--- src/rtl/occupancy_counter_mc_pkg.sv ---
// Shared defaults and the count-width helper for the multi-door occupancy counter.
package occ_pkg;

    localparam int OCC_MAX_DEF   = 20;
    localparam int OCC_DEB_DEF   = 3;
    localparam int OCC_DOORS_DEF = 2;

    function automatic int occ_cnt_w(input int max);
        return $clog2(max + 1);
    endfunction

endpackage

--- src/rtl/occupancy_counter_mc_pad_debounce.sv ---
// One pressure pad: two-flop synchroniser, level debouncer and rising-edge event.
module pad_debounce
    import occ_pkg::*;
#(
    parameter int DEBOUNCE_CYC = OCC_DEB_DEF
) (
    input  logic clk,
    input  logic reset_n,
    input  logic raw,
    output logic level,
    output logic rise
);

    localparam int CW = $clog2(DEBOUNCE_CYC + 1);
    localparam logic [CW-1:0] CNT_LAST = CW'(DEBOUNCE_CYC - 1);

    logic          sync1;
    logic          sync2;
    logic          level_d;
    logic [CW-1:0] cnt;

    always_ff @(posedge clk or negedge reset_n) begin
        if (!reset_n) begin
            sync1   <= 1'b0;
            sync2   <= 1'b0;
            level   <= 1'b0;
            level_d <= 1'b0;
            cnt     <= '0;
        end else begin
            sync1   <= raw;
            sync2   <= sync1;
            level_d <= level;
            // The level flips on the DEBOUNCE_CYC-th consecutive differing sample.
            if (sync2 == level) begin
                cnt <= '0;
            end else if (cnt == CNT_LAST) begin
                level <= ~level;
                cnt   <= '0;
            end else begin
                cnt <= cnt + 1'b1;
            end
        end
    end

    assign rise = level & ~level_d;

endmodule

--- src/rtl/occupancy_counter_mc.sv ---
// Multi-door saturating store occupancy counter; define OCC_PEAK_EN to add the peak-hold output.
module occupancy_counter_mc
    import occ_pkg::*;
#(
    parameter int N_DOORS      = OCC_DOORS_DEF,
    parameter int MAX_OCC      = OCC_MAX_DEF,
    parameter int DEBOUNCE_CYC = OCC_DEB_DEF,
    localparam int CNT_W       = occ_cnt_w(MAX_OCC)
) (
    input  logic               clk,
    input  logic               reset_n,
    input  logic [N_DOORS-1:0] pressure_in,
    input  logic [N_DOORS-1:0] pressure_out,
    input  logic               clr,
    input  logic               clr_err,
`ifdef OCC_PEAK_EN
    input  logic               peak_clr,
    output logic [CNT_W-1:0]   peak,
`endif
    output logic [CNT_W-1:0]   count,
    output logic               full,
    output logic               empty,
    output logic               entry_en,
    output logic               err_ovf,
    output logic               err_unf
);

    localparam int SW = CNT_W + 2;
    localparam logic signed [SW-1:0] MAX_S = SW'(MAX_OCC);

    logic [N_DOORS-1:0] in_level, in_rise, out_level, out_rise;
    logic [N_DOORS-1:0] in_evt, out_evt;

    for (genvar d = 0; d < N_DOORS; d++) begin : g_pad
        pad_debounce #(.DEBOUNCE_CYC(DEBOUNCE_CYC)) u_in (
            .clk(clk), .reset_n(reset_n), .raw(pressure_in[d]),
            .level(in_level[d]), .rise(in_rise[d])
        );
        pad_debounce #(.DEBOUNCE_CYC(DEBOUNCE_CYC)) u_out (
            .clk(clk), .reset_n(reset_n), .raw(pressure_out[d]),
            .level(out_level[d]), .rise(out_rise[d])
        );
    end

    assign in_evt  = in_rise & in_level;
    assign out_evt = out_rise & out_level;

    logic signed [SW-1:0] e_sum, x_sum, next_val;
    logic                 ovf_now, unf_now;

    always_comb begin
        e_sum = '0;
        x_sum = '0;
        for (int d = 0; d < N_DOORS; d++) begin
            e_sum = e_sum + {{(SW-1){1'b0}}, in_evt[d]};
            x_sum = x_sum + {{(SW-1){1'b0}}, out_evt[d]};
        end
        // Entries and exits net out before saturation is applied.
        next_val = $signed({2'b00, count}) + e_sum - x_sum;
        ovf_now  = !clr && (next_val > MAX_S);
        unf_now  = !clr && next_val[SW-1];
    end

    always_ff @(posedge clk or negedge reset_n) begin
        if (!reset_n) begin
            count   <= '0;
            err_ovf <= 1'b0;
            err_unf <= 1'b0;
        end else begin
            if (clr)          count <= '0;
            else if (ovf_now) count <= CNT_W'(MAX_OCC);
            else if (unf_now) count <= '0;
            else              count <= next_val[CNT_W-1:0];
            err_ovf <= ovf_now | (err_ovf & ~clr_err);
            err_unf <= unf_now | (err_unf & ~clr_err);
        end
    end

    assign full     = (count == CNT_W'(MAX_OCC));
    assign empty    = (count == '0);
    assign entry_en = ~full;

`ifdef OCC_PEAK_EN
    always_ff @(posedge clk or negedge reset_n) begin
        if (!reset_n)          peak <= '0;
        else if (peak_clr)     peak <= count;
        else if (count > peak) peak <= count;
    end
`endif

endmodule

--- config.mk ---
export PLATFORM = sky130hd
export DESIGN_NAME = occupancy_counter_mc
export DESIGN_NICKNAME = d
export VERILOG_FILES = /design/src/rtl/occupancy_counter_mc_pkg.sv /design/src/rtl/occupancy_counter_mc_pad_debounce.sv /design/src/rtl/occupancy_counter_mc.sv
export SDC_FILE = /design/constraint.sdc
export NUM_CORES = 1
export LEC_CHECK = 0
export CAP_MARGIN = 20
export CORE_MARGIN = 2
export CORE_UTILIZATION = 39
export DETAILED_ROUTE_END_ITERATION = 10
export PLACE_DENSITY = 0.58
export SLEW_MARGIN = 20
export SYNTH_ARGS = -nofsm -noshare
export SYNTH_HDL_FRONTEND = slang
export SYNTH_SLANG_ARGS = --single-unit
--- constraint.sdc ---
create_clock -name clk -period 3.4 [get_ports clk]
set_clock_uncertainty 0.2 [all_clocks]
set_input_delay 0.51 -clock clk [delete_from_list [all_inputs] [get_ports clk]]
set_output_delay 0.51 -clock clk [all_outputs]
set_load 0.01 [all_outputs]
==> results.json <==
{
  "cts_hold_buf": 0,
  "synthMuxAreaShare_pct": 3.16,
  "ys.flop_type": "dfrtp_1",
  "yosys.area.top_type": "dfrtp_1",
  "vdd_ir_drop_max_uv": 478,
  "synth_fa_ha_area_share_pct": 10.3,
  "antenna_found_initial": 0,
  "min_to": "g_pad[1].u_out.sync2",
  "dp_hpwl_um": 1760,
  "synth_warnings": 0,
  "power.leakage_nw": 0.778,
  "regMostFlops": "count",
  "viasPerCell": 4.71,
  "drt_iter0_markers": 41,
  "start_kind": "flop",
  "finalSetupViolations": 0,
  "grt_pass1_vias": 937,
  "status": "complete, no violations",
  "drive_gt1_share_pct": 14.2,
  "crit_fanout": 4,
  "root_buffer": "clkbuf_4",
  "drt-pass1-iter-count": 4,
  "worstPathArrival_ns": 3.18,
  "yosysSeqAreaShare_pct": 54.3,
  "ys_async_sr_fraction_pct": 100,
  "grt_max_degree": 32,
  "top_regs": "count (5), g_pad.u_in.cnt (4), g_pad.u_out.cnt (4)",
  "holdCritPathClass": "reg2reg",
  "ant_nets": 0,
  "die_h_um": 64.5,
  "hold_start": "g_pad[1].u_out.sync1",
  "htree_num_levels": 2,
  "yosysUniqueCellTypes": 34,
  "dp.cells": 179,
  "syn_inst": 115,
  "r2r-end": "count[1]",
  "wl_um": 2310,
  "wl_per_cell_um": 12.4,
  "pre_cts_ws_ns": 0.216,
  "drv_slew": 0,
  "portBuffers": 17,
  "core_mm2": 0.00342,
  "final_nets": 158,
  "post_cts_resized": 0,
  "hold_viol_final": 0,
  "insertion_delay_ns": 0.32,
  "place_congestion": 0.815,
  "power_density_mw_per_mm2": 1050,
  "crit_required_ns": 3.43,
  "synth_top_area_share_pct": 54.3,
  "r2r_cells": 10,
  "overflow": 0,
  "fill_cells": 305,
  "cts_tree": "built",
  "synth_nets": 133,
  "r2r-start": "g_pad[1].u_out.level",
  "cts_made_buffers": 5,
  "setup.worst_path.class": "reg2reg",
  "worst_slack_ns": 0.246,
  "min_delay_path_depth": 0,
  "synth-xor-area-share_pct": 4.91,
  "fp.dieW_um": 64.5,
  "period_minus_slack_ns": 3.15,
  "start_util_pct": 41.8,
  "grt_first_pass_wirelength_um": 4140,
  "largest_register_ffs": 5,
  "synth-edff-count": 0,
  "area_delta_synth_final_pct": 22.2,
  "cp-end-kind": "flop",
  "rows": 21,
  "dieArea_mm2": 0.00416,
  "clockBufferDepth": 2,
  "io_pins": 18,
  "tightest_slew_ns": 0.439,
  "diodes": 0,
  "synth_area_leaders": "dfrtp_1 54%, ha_1 6.1%, xnor2_1 4.3%, fa_1 4.2%, nor2b_1 3.9%",
  "grt.total_usage_pct": 13.2,
  "synth_compound_area_share_pct": 7.89,
  "clkTransAtPathRegs_ns": 0.10,
  "fmax_mhz": 317,
  "syn_area_mm2": 0.00143,
  "num_vias": 880,
  "relSlewSlack_pct": 70.7,
  "total_power_w": 0.00183,
  "regToRegSetupSlack_ns": 0.25,
  "fin_setup_tns_ns": 0,
  "avgSynthCellArea_um2": 12.4,
  "cap_violations": 0,
  "cts_setup_buffers": 0,
  "synthSimpleGateAreaFrac_pct": 15.7,
  "post_layout_nonfiller_instances": 187,
  "post-route-period-util_pct": 92.8,
  "drc": 0,
  "ys_ff_latch": 31,
  "rsz0062_at_grt": "no",
  "clock-sinks": 31,
  "synth_top_family_by_area": "simple AND/OR/NAND/NOR gates"
}
## cell type report
cell class              count  area (µm²)  share of cell area [%]
flip-flops and latches     31         776                    44.5
multi-input cells          70         599                    34.4
repair buffers             18         178                    10.2
well taps                  46        57.6                    3.30
inverters                  14        52.6                    3.01
clock inverters             3        43.8                    2.51
clock buffers               5        37.5                    2.15
## critical path, cell delays in order (launching register included)
cell,delay [ns]
dfrtp_1,0.42
nor2b_1,0.17
fa_1,0.51
fa_1,0.40
inv_1,0.07
ha_1,0.18
fa_1,0.20
or2b_2,0.33
o2bb2ai_4,0.14
xnor2_1,0.16
nor4_1,0.28
## where the power goes
| group | switching (W) | internal, W | leakage (nW) | total, W |
|---|---|---|---|---|
| registers | 0.0000835 | 0.000492 | 0.385 | 0.000576 |
| logic | 0.000486 | 0.000491 | 0.348 | 0.000977 |
| clock network | 0.000126 | 0.000155 | 0.0452 | 0.000280 |
## logic make-up (layout without fill, tap and decap cells)
group	Yosys count	count (layout)
compound gates	12	12
buf+inv	14	40
flops	31	31
simple gates	36	36
xor+xnor	8	8
mux	4	4
fa+ha+maj	10	10
## how the worst max path moves through the flow
stage                     endpoint                 start  cells after the start
final                     count[1]  g_pad[1].u_out.level                     10
after global routing      count[0]  g_pad[1].u_out.level                     10
after CTS                 count[1]  g_pad[1].u_out.level                     10
after detailed placement  count[1]  g_pad[1].u_out.level                     10
after global placement    count[1]  g_pad[1].u_out.level                     10
after floorplan           count[0]  g_pad[1].u_out.level                     10
## synthesized netlist by cell type (all sizes together) (2+ instances only)
library cell and number:
nand2b 3, ha 7, xnor2 7, fa 3, nor4 3, nor2 3
nor3 4, a21oi 2, dfrtp 31, and3 2, nor2b 10, or2b 2
mux2 4, nor3b 4, nand2 2, o2bb2ai 2, nand3 2, inv 14
## stage by stage
step	cell area, µm²	hold WS, ns	util (%)
floorplan	1430	0.0144	-
CTS	1740	0.158	51.1
global route	1740	0.166	51.1
detailed placement	1660	0.136	48.7
finish	1740	0.157	51.1
global placement	1660	0.132	48.7
## routing by layer
layer / vias to the layer above / share of wire (%) / GRT usage (%)
li1: 437 / - / -
met1: 421 / 44 / 15.0
met2: 18 / 51 / 22.8
met3: 4 / 4.2 / 4.51
met4: 0 / 1.2 / 5.59
met5: - / 0 / 0
## cells in the final DEF, fill, tap and decap left out, types with 2 or more instances in the layout
master,instances
dfrtp_1,31
inv_1,13
nor3b_1,4
xnor2_1,7
nor4_1,3
nand2b_1,3
fa_1,3
mux2_2,4
a21oi_1,2
clkdlybuf4s50_1,17
nand2_1,2
ha_1,7
nand3_1,2
nor2b_1,9
clkbuf_4,5
nor3_1,4
nor2_1,2
Note: power is estimated with default switching activity, not from simulation.
